`src/rtl/mem_arbiter_if.sv`:
```
// Bundle of both requester channels, the byte-wide memory port and the busy flag.
`timescale 1ns/1ps
interface mem_arbiter_if #(
  parameter int unsigned ADDR_W = 5
);
  logic              if_req;
  logic [ADDR_W-1:0] if_addr;
  logic [31:0]       if_rdata;
  logic              if_ack;

  logic              d_req;
  logic              d_we;
  logic [ADDR_W-1:0] d_addr;
  logic [31:0]       d_wdata;
  logic [31:0]       d_rdata;
  logic              d_ack;

  logic              mem_en;
  logic              mem_we;
  logic [ADDR_W-1:0] mem_addr;
  logic [7:0]        mem_wdata;
  logic [7:0]        mem_rdata;

  logic              busy;

  modport slave (
    input  if_req, if_addr, d_req, d_we, d_addr, d_wdata, mem_rdata,
    output if_rdata, if_ack, d_rdata, d_ack,
    output mem_en, mem_we, mem_addr, mem_wdata, busy
  );

  modport master (
    output if_req, if_addr, d_req, d_we, d_addr, d_wdata, mem_rdata,
    input  if_rdata, if_ack, d_rdata, d_ack,
    input  mem_en, mem_we, mem_addr, mem_wdata, busy
  );
endinterface

```
`src/rtl/mem_arbiter.sv`:
```
// Two-port arbiter serialising 32-bit fetch/load/store words onto a byte-wide memory.
`timescale 1ns/1ps
module mem_arbiter #(
  parameter int unsigned ADDR_W     = 5,
  parameter bit          DATA_FIRST = 1'b1
) (
  input  logic          clk,
  input  logic          rst_n,
  mem_arbiter_if.slave  bus
);

  typedef enum logic [1:0] {IDLE = 2'd0, XFER = 2'd1, ACK = 2'd2} state_t;

  state_t            state, nxt_state;
  logic [1:0]        cnt, nxt_cnt;
  logic              gnt_d, nxt_gnt_d;     // 1 = data port owns the transaction
  logic              prio_d, nxt_prio_d;   // 1 = data port wins the next tie
  logic              we_q, nxt_we;
  logic [ADDR_W-1:0] addr_q, nxt_addr;
  logic [31:0]       wdata_q, nxt_wdata;
  logic [31:0]       rword, nxt_rword;

  logic              nxt_mem_en, nxt_mem_we, nxt_if_ack, nxt_d_ack, nxt_busy;
  logic [ADDR_W-1:0] nxt_mem_addr;
  logic [7:0]        nxt_mem_wdata;
  logic [31:0]       nxt_if_rdata, nxt_d_rdata;

  function automatic logic [7:0] sel_byte(input logic [31:0] w, input logic [1:0] c);
    case (c)
      2'd0:    sel_byte = w[31:24];
      2'd1:    sel_byte = w[23:16];
      2'd2:    sel_byte = w[15:8];
      default: sel_byte = w[7:0];
    endcase
  endfunction

  always_ff @(posedge clk or negedge rst_n) begin
    if (!rst_n) begin
      state   <= IDLE;
      cnt     <= 2'd0;
      gnt_d   <= 1'b0;
      prio_d  <= DATA_FIRST;
      we_q    <= 1'b0;
      addr_q  <= '0;
      wdata_q <= '0;
      rword   <= '0;
    end else begin
      state   <= nxt_state;
      cnt     <= nxt_cnt;
      gnt_d   <= nxt_gnt_d;
      prio_d  <= nxt_prio_d;
      we_q    <= nxt_we;
      addr_q  <= nxt_addr;
      wdata_q <= nxt_wdata;
      rword   <= nxt_rword;
    end
  end

  // Arbitration, request latching, byte sequencing and read-lane capture.
  always_comb begin
    nxt_state  = state;
    nxt_cnt    = cnt;
    nxt_gnt_d  = gnt_d;
    nxt_prio_d = prio_d;
    nxt_we     = we_q;
    nxt_addr   = addr_q;
    nxt_wdata  = wdata_q;
    nxt_rword  = rword;
    case (state)
      IDLE: begin
        if (bus.if_req || bus.d_req) begin
          nxt_gnt_d  = bus.d_req && (!bus.if_req || prio_d);
          nxt_prio_d = !nxt_gnt_d;
          nxt_addr   = nxt_gnt_d ? bus.d_addr : bus.if_addr;
          nxt_we     = nxt_gnt_d && bus.d_we;
          nxt_wdata  = nxt_gnt_d ? bus.d_wdata : 32'h0;
          nxt_cnt    = 2'd0;
          nxt_state  = XFER;
        end
      end
      XFER: begin
        case (cnt)
          2'd0:    nxt_rword[31:24] = bus.mem_rdata;
          2'd1:    nxt_rword[23:16] = bus.mem_rdata;
          2'd2:    nxt_rword[15:8]  = bus.mem_rdata;
          default: nxt_rword[7:0]   = bus.mem_rdata;
        endcase
        nxt_cnt = cnt + 2'd1;
        if (cnt == 2'd3) nxt_state = ACK;
      end
      ACK:     nxt_state = IDLE;
      default: nxt_state = IDLE;
    endcase
  end

  // Next values of the registered outputs, derived from the upcoming state.
  always_comb begin
    nxt_mem_en    = (nxt_state == XFER);
    nxt_mem_we    = nxt_mem_en && nxt_we;
    nxt_mem_addr  = nxt_mem_en ? nxt_addr + ADDR_W'(nxt_cnt) : '0;
    nxt_mem_wdata = nxt_mem_we ? sel_byte(nxt_wdata, nxt_cnt) : 8'h00;
    nxt_if_ack    = (nxt_state == ACK) && !nxt_gnt_d;
    nxt_d_ack     = (nxt_state == ACK) && nxt_gnt_d;
    nxt_busy      = (nxt_state != IDLE);
    nxt_if_rdata  = bus.if_rdata;
    nxt_d_rdata   = bus.d_rdata;
    if (state == XFER && cnt == 2'd3 && !we_q) begin
      if (gnt_d) nxt_d_rdata  = nxt_rword;
      else       nxt_if_rdata = nxt_rword;
    end
  end

  always_ff @(posedge clk or negedge rst_n) begin
    if (!rst_n) begin
      bus.mem_en    <= 1'b0;
      bus.mem_we    <= 1'b0;
      bus.mem_addr  <= '0;
      bus.mem_wdata <= 8'h00;
      bus.if_ack    <= 1'b0;
      bus.d_ack     <= 1'b0;
      bus.busy      <= 1'b0;
      bus.if_rdata  <= 32'h0;
      bus.d_rdata   <= 32'h0;
    end else begin
      bus.mem_en    <= nxt_mem_en;
      bus.mem_we    <= nxt_mem_we;
      bus.mem_addr  <= nxt_mem_addr;
      bus.mem_wdata <= nxt_mem_wdata;
      bus.if_ack    <= nxt_if_ack;
      bus.d_ack     <= nxt_d_ack;
      bus.busy      <= nxt_busy;
      bus.if_rdata  <= nxt_if_rdata;
      bus.d_rdata   <= nxt_d_rdata;
    end
  end

endmodule
```
`src/flat_wrapper.sv`:
```
// flat-port wrapper written by rule: the top's interface ports become plain ports
module mem_arbiter_flat 
#(
  parameter int unsigned ADDR_W     = 5,
  parameter bit          DATA_FIRST = 1'b1
)
  (clk, rst_n, bus_if_req, bus_if_addr, bus_d_req, bus_d_we, bus_d_addr, bus_d_wdata, bus_mem_rdata, bus_if_rdata, bus_if_ack, bus_d_rdata, bus_d_ack, bus_mem_en, bus_mem_we, bus_mem_addr, bus_mem_wdata, bus_busy);
  mem_arbiter_if #(.ADDR_W(ADDR_W)) bus_i ();
  input  logic clk;
  input  logic rst_n;
  input wire logic [$bits(bus_i.if_req)-1:0] bus_if_req;
  input wire logic [$bits(bus_i.if_addr)-1:0] bus_if_addr;
  input wire logic [$bits(bus_i.d_req)-1:0] bus_d_req;
  input wire logic [$bits(bus_i.d_we)-1:0] bus_d_we;
  input wire logic [$bits(bus_i.d_addr)-1:0] bus_d_addr;
  input wire logic [$bits(bus_i.d_wdata)-1:0] bus_d_wdata;
  input wire logic [$bits(bus_i.mem_rdata)-1:0] bus_mem_rdata;
  output wire logic [$bits(bus_i.if_rdata)-1:0] bus_if_rdata;
  output wire logic [$bits(bus_i.if_ack)-1:0] bus_if_ack;
  output wire logic [$bits(bus_i.d_rdata)-1:0] bus_d_rdata;
  output wire logic [$bits(bus_i.d_ack)-1:0] bus_d_ack;
  output wire logic [$bits(bus_i.mem_en)-1:0] bus_mem_en;
  output wire logic [$bits(bus_i.mem_we)-1:0] bus_mem_we;
  output wire logic [$bits(bus_i.mem_addr)-1:0] bus_mem_addr;
  output wire logic [$bits(bus_i.mem_wdata)-1:0] bus_mem_wdata;
  output wire logic [$bits(bus_i.busy)-1:0] bus_busy;
  assign bus_i.if_req = bus_if_req;
  assign bus_i.if_addr = bus_if_addr;
  assign bus_i.d_req = bus_d_req;
  assign bus_i.d_we = bus_d_we;
  assign bus_i.d_addr = bus_d_addr;
  assign bus_i.d_wdata = bus_d_wdata;
  assign bus_i.mem_rdata = bus_mem_rdata;
  assign bus_if_rdata = bus_i.if_rdata;
  assign bus_if_ack = bus_i.if_ack;
  assign bus_d_rdata = bus_i.d_rdata;
  assign bus_d_ack = bus_i.d_ack;
  assign bus_mem_en = bus_i.mem_en;
  assign bus_mem_we = bus_i.mem_we;
  assign bus_mem_addr = bus_i.mem_addr;
  assign bus_mem_wdata = bus_i.mem_wdata;
  assign bus_busy = bus_i.busy;
  mem_arbiter #(.ADDR_W(ADDR_W), .DATA_FIRST(DATA_FIRST)) u_core (.clk(clk), .rst_n(rst_n), .bus(bus_i));
endmodule
```
`config.mk`:
```
export PLATFORM = sky130hd
export DESIGN_NAME = mem_arbiter_flat
export DESIGN_NICKNAME = d
export VERILOG_FILES = /design/src/rtl/mem_arbiter_if.sv /design/src/rtl/mem_arbiter.sv /design/src/flat_wrapper.sv
export SDC_FILE = /design/constraint.sdc
export NUM_CORES = 1
export LEC_CHECK = 0
export ABC_CLOCK_PERIOD_IN_PS = 7400
export BUFFER_PORTS_ARGS = -buffer_cell sky130_fd_sc_hd__buf_2
export CAP_MARGIN = 20
export CORE_ASPECT_RATIO = 2
export CORE_MARGIN = 2
export CORE_UTILIZATION = 40
export CTS_CLUSTER_SIZE = 30
export DETAILED_ROUTE_END_ITERATION = 16
export GPL_TIMING_DRIVEN = 1
export PLACE_DENSITY_LB_ADDON = 0.08
export RECOVER_POWER = 25
export SLEW_MARGIN = 10
export SYNTH_ARGS = -nofsm -noshare
export SYNTH_HDL_FRONTEND = slang
export SYNTH_SLANG_ARGS = --single-unit
```
`constraint.sdc`:
```
create_clock -name clk -period 7.4 [get_ports clk]
set_clock_uncertainty 0.1 [all_clocks]
set_input_delay 0.74 -clock clk [delete_from_list [all_inputs] [get_ports clk]]
set_output_delay 0.74 -clock clk [all_outputs]
set_load 0.02 [all_outputs]
```
After elaboration in Yosys (flattened, before gate mapping). Index checks and enable logic that the tools add are counted.

Bits in registers: 158. Latch bits: 0. Bits in writable memories: 0. Bits in read-only memories: 0. Bits of input ports: 55. Word-level logic and storage cells: 72. Memories: 0.

$add $sub $neg: 2. $mul: 0. Divide/modulo/power cells: 0. $lt $le $gt $ge: 0. Equality and inequality tests: 8. Shift operators: 0. Mux-type cells: 23. Bitwise operators: 1. Reductions and logical operators: 21.

Operator list (number): 2-to-1 mux 32 bit (4); 2-to-1 mux 8 bit (5); case mux 8 bit (3 select lines) (1); 2-to-1 mux 5 bit (4); equality test 2 x 1 -> 1 bit, second input constant (4); equality test 2 bit, second input constant (4); case mux 2 bit (2 select lines) (2); logical AND 1 bit (7); zero test 2 bit (3); 2-to-1 mux 2 bit (3); AND reduction 2 bit (3); adder 5 x 2 -> 5 bit (1); zero test 1 bit (4); 2-to-1 mux 1 bit (4); OR reduction 3 bit (1); adder 2 x 1 -> 2 bit, second input constant (1); logical OR 1 bit (2); nonzero test 2 bit (1); inverter 1 bit (1).

Longest topological paths before layout.
Depth in word-level cells: 8. Gate-level depth with buffers: 11. Gate-level depth less buffers: 8.

Least setup slack after synthesis. OpenSTA, ideal clock, no wires.

Path type: input-to-reg. From: input port bus_d_req. To: register u_core.bus.mem_addr[2]. Library setup time: 0.119 ns. Data arrival time: 2.908 ns. Setup slack: 4.273 ns. Stages on the path: 10. Path through: buf_6 -> or2_2 -> nand2_1 -> buf_2 -> buf_1 -> o21ai_0 -> ha_1 -> fa_1 -> xnor2_1 -> and2_1.

Word-level cells in the longest chain between the ends: 6. Elaborated cells between the ends (all ways): 12. Those cells by class: add/sub (1); eq/ne (1); mux (8); reduce/logical (2).

RTL lines: from (decl) (RTL line flat_wrapper.sv:13) `input wire logic [$bits(bus_i.d_req)-1:0] bus_d_req;`; logical AND 1 bit (RTL line mem_arbiter.sv:72) `nxt_gnt_d = bus.d_req && (!bus.if_req || prio_d);`; 2-to-1 mux 5 bit (RTL line mem_arbiter.sv:74) `nxt_addr = nxt_gnt_d ? bus.d_addr : bus.if_addr;`; 2-to-1 mux 5 bit (*) (RTL line mem_arbiter.sv:71) `if (bus.if_req || bus.d_req) begin`; 2-to-1 mux 5 bit (*) (RTL line mem_arbiter.sv:69) `case (state)`; via u_core.nxt_addr[0] (RTL line mem_arbiter.sv:19) `logic [ADDR_W-1:0] addr_q, nxt_addr;`; adder 5 x 2 -> 5 bit (*) (RTL line mem_arbiter.sv:100) `nxt_mem_addr = nxt_mem_en ? nxt_addr + ADDR_W'(nxt_cnt) : '0;`; 2-to-1 mux 5 bit (*) (RTL line mem_arbiter.sv:100); via u_core.nxt_mem_addr[2] (RTL line mem_arbiter.sv:24) `logic [ADDR_W-1:0] nxt_mem_addr;`; to (signal assigned) (RTL line mem_arbiter.sv:127) `bus.mem_addr <= nxt_mem_addr;`; to (decl) (RTL line mem_arbiter_if.sv:29) `output mem_en, mem_we, mem_addr, mem_wdata, busy`.

The timed path passes the listed nets; every way through them passes the cells marked *. A chain may end at the register's enable or synchronous reset.

Worst setup path in the final report. Ends and elaborated chain as after synthesis.

==> metrics <==
detailed-route DRC error count=0; Post-Synth XOR/XNOR Area=0.137%; Syn Nets=614; #FFs+latches synth=158; outcome=finished with violations; pwr/cell area=511 mW/mm^2; HPWL Detailed=11200 microns; top_reg_cell synth=dfrtp_1; Root Driver=clkbuf_16; Seq/Total Area, Yosys=62.1%; Crit Path Class=in2reg; Synth Instances=552; Sequential Power Share=37.4%; starting density of the core=40.6%; max_slew headroom=-30.6%; Area growth syn-to-layout=22.4%; adder-cell area share of the yosys netlist=1.49%; synthesized cell area=0.00637 sq mm; Tcrit/Tclk final=55.4%; VDD IR max=236 uV; final setup violation count=0; CTS tree=built; crit path max fanout=43; CP Data Arrival Time=4290 ps; crit path max-delay cell type=clkbuf_1; most frequent CP cell=clkbuf_1; Core Box Area=0.0157 sq mm; Die Y=182 microns; Via density=5.05; Post-DRT Antenna Nets=0; IO buf count=136; global route overflow=0; Max Freq=244 MHz; FFs w/ async S/R, synth=100%; MaxCap Viol Count=2; Post-synth EDFFs=0; Hold Vio Cnt, Final=0; sw frac=39.7%; post-synthesis mux area share=7.96%; Finished Cell Area=0.00779 sq mm; vias in the first global route=4737; failing checks=capacitance limit, slew limit; n_diodes=0; Initial DRC Count=168; clock latency on the worst-skew pair=420 ps; Pre-Repair DR Iteration Count=4; fin. max-slew vios=86; Hold WC Path Type=in2async; WL/cell=17.7 microns; H-tree depth=4; initial antenna violation count=0; WL final=15900 microns; Die W=93.2 microns; via count=4522; Data required, critical path=7600 ps; Post-Synth Simple-Gate Area=8.33%; Lkg Pwr=4.07 nW; Post-DP Area=0.00719 sq mm; Overall Global Routing Usage=19.5%; first-pass GRT wire length=25100 microns; Least-Margin Pin Slew=1960 ps; Synth cell types=52; largest net degree at the start of global routing=82; CP Launch Type=primary input; number of buffers created by CTS=17; Clock Pin Slew Worst Setup and Hold Paths=60 ps; complex-gate fraction of the synthesized area=14.9%; largest family of logic cells by synthesized area=compound AO/OA/AOI/OAI gates; Combinational Power Share=40.2%; cts repair resizes=0; Tmin final=4100 ps; share of total power in the clock network=22.4%; Int Pwr=2.41 mW; fin nets=745; Final Wtd Congestion=0.825; RSZ-0062 raised after global routing=no; post-CTS setup buffers=0; Syn Area/Cell=11.5 sq um; Warnings, synthesis=0; Max clock buf depth=2; worst-path cell chain=clkbuf_1 -> or2_2 -> nand2_1 -> clkbuf_1 -> o21ai_0 -> ha_1 -> fa_1 -> xnor2_1 -> and2_1; DIE AREA=0.0170 sq mm; row count=65; Sw Pwr=1.58 mW; clock tree sinks=158; share of cells above drive strength 1=25.0%; # hold bufs at CTS=0; crit end category=flop; Ports=137; Setup TNS=0 ps; # fillers=1490; Crit path largest cell delay=1400 ps
routing by layer:
layer / track usage (%) / vias to the layer above / part of all wire [%]
met3: 4.29 / 28 / 4.6
met2: 34.7 / 122 / 55
met1: 21.5 / 2218 / 38
met4: 9.12 / 0 / 3.0
met5: 0 / - / 0
li1: - / 2154 / -
logic make-up after synthesis:
group | Yosys count
adders and majority gates | 7
muxes | 50
buffers and inverters | 73
and+or+nand+nor | 118
DFF | 158
xor gates and xnor gates | 1
AOI/OAI and AO/OA | 145
metrics by stage:
step	power [mW]	cells	util, %	hold slack [ps]	worst slack (ps)
final	3.99	896	49.7	258	3300
after global routing	4.27	896	49.7	306	2940
after CTS	4.05	895	49.7	286	4200
after detailed placement	3.14	864	45.8	366	4190
after global placement	3.09	864	45.8	358	4270
after floorplan	2.59	552	-	344	4270
cells in the mapped netlist, types with 2 or more instances:
cell	instances	area share, %
a311oi_1	2	0.28
nand2b_1	2	0.20
and3_1	3	0.29
a31o_2	3	0.41
o22ai_1	3	0.29
a211oi_1	6	0.71
o21ai_0	70	5.5
o21ai_1	4	0.31
o211ai_1	2	0.24
nor2_1	9	0.53
o221a_2	2	0.35
or3_1	2	0.20
nand3_1	5	0.39
clkbuf_1	10	0.59
a221o_1	2	0.31
a21oi_1	10	0.79
and2_1	2	0.20
buf_1	2	0.12
ha_1	6	1.2
a22o_1	32	4.4
o2bb2ai_1	2	0.28
dfrtp_1	157	62
a31oi_1	3	0.29
nand2_1	82	4.8
mux2_2	4	0.71
buf_2	14	1.1
mux2i_1	45	7.1
buf_6	2	0.35
or2_2	2	0.20
inv_1	42	2.5
final timing paths:
check	from	to	slack (ps)	depth (start not counted)
min	rst_n	u_core.bus.mem_addr[0]$_DFF_PN0_	260	1
max reg2reg	u_core.state[0]$_DFF_PN0_	u_core.bus.mem_addr[2]$_DFF_PN0_	3550	8
min in group clk	u_core.bus.d_rdata[14]$_DFFE_PN0P_	u_core.bus.d_rdata[14]$_DFFE_PN0P_	370	2
max	bus_d_req	u_core.bus.mem_addr[2]$_DFF_PN0_	3300	9
min reg2reg	u_core.bus.d_rdata[14]$_DFFE_PN0P_	u_core.bus.d_rdata[14]$_DFFE_PN0P_	370	2
max in group asynchronous	rst_n	u_core.rword[16]$_DFF_PN0_	5480	2
power by group through the flow:
stage / combinational [mW] / sequential (mW) / clock [mW]
2_1_floorplan: 0.878 / 1.71 / 0
3_3_place_gp: 1.60 / 1.49 / 0
3_5_place_dp: 1.64 / 1.50 / 0
4_1_cts: 1.64 / 1.49 / 0.914
5_1_grt: 1.78 / 1.54 / 0.949
6_report: 1.60 / 1.49 / 0.892
cells in the final DEF, fill, tap and decap left out, types with 2 or more instances in the layout:
master,netlist,final
clkbuf_16,0,17
clkbuf_1,10,16
a31oi_1,3,3
ha_1,6,6
o21ai_1,4,4
o2bb2ai_1,2,2
and3_1,3,3
nor2_1,9,10
and2_1,2,2
clkinvlp_4,0,2
clkinv_2,0,3
nand2b_1,2,2
dfrtp_1,157,157
bufinv_16,0,3
mux2_2,4,4
a21oi_1,10,10
a31o_2,3,3
clkinv_4,0,2
o221a_2,2,2
or2_2,2,2
a221o_1,2,2
clkbuf_8,0,3
o211ai_1,2,2
buf_2,14,122
o22ai_1,3,3
a311oi_1,2,2
buf_4,1,2
nand3_1,5,5
a22o_1,32,32
mux2i_1,45,45
nand2_1,82,82
inv_1,42,42
o21ai_0,70,70
a211oi_1,6,6
state kept, by name (all words and copies together) (netlist names), 2 cells and up:
register and flops:
u_core.state 2, u_core.bus.mem_wdata 8, u_core.cnt 2, u_core.rword 32, u_core.bus.d_rdata 32, u_core.wdata_q 32
u_core.bus.mem_addr 5, u_core.addr_q 5, u_core.bus.if_rdata 32
worst max-delay path, delay by kind of cell:
kind            cells  cell delay, ps
fa+ha+maj           2             820
xor+xnor            1             150
simple gates        3             590
compound gates      1             390
buf+inv             2            1590
layout make-up:
class | instances | area [sq um] | area share, %
Clock inverter | 10 | 138 | 1.77
Sequential cell | 158 | 3960 | 50.7
Tap cell | 201 | 251 | 3.23
Timing Repair Buffer | 141 | 713 | 9.15
Inverter | 44 | 178 | 2.28
Clock buffer | 21 | 470 | 6.04
Multi-Input combinational cell | 321 | 2090 | 26.8
(Power assumes the default switching activity.)
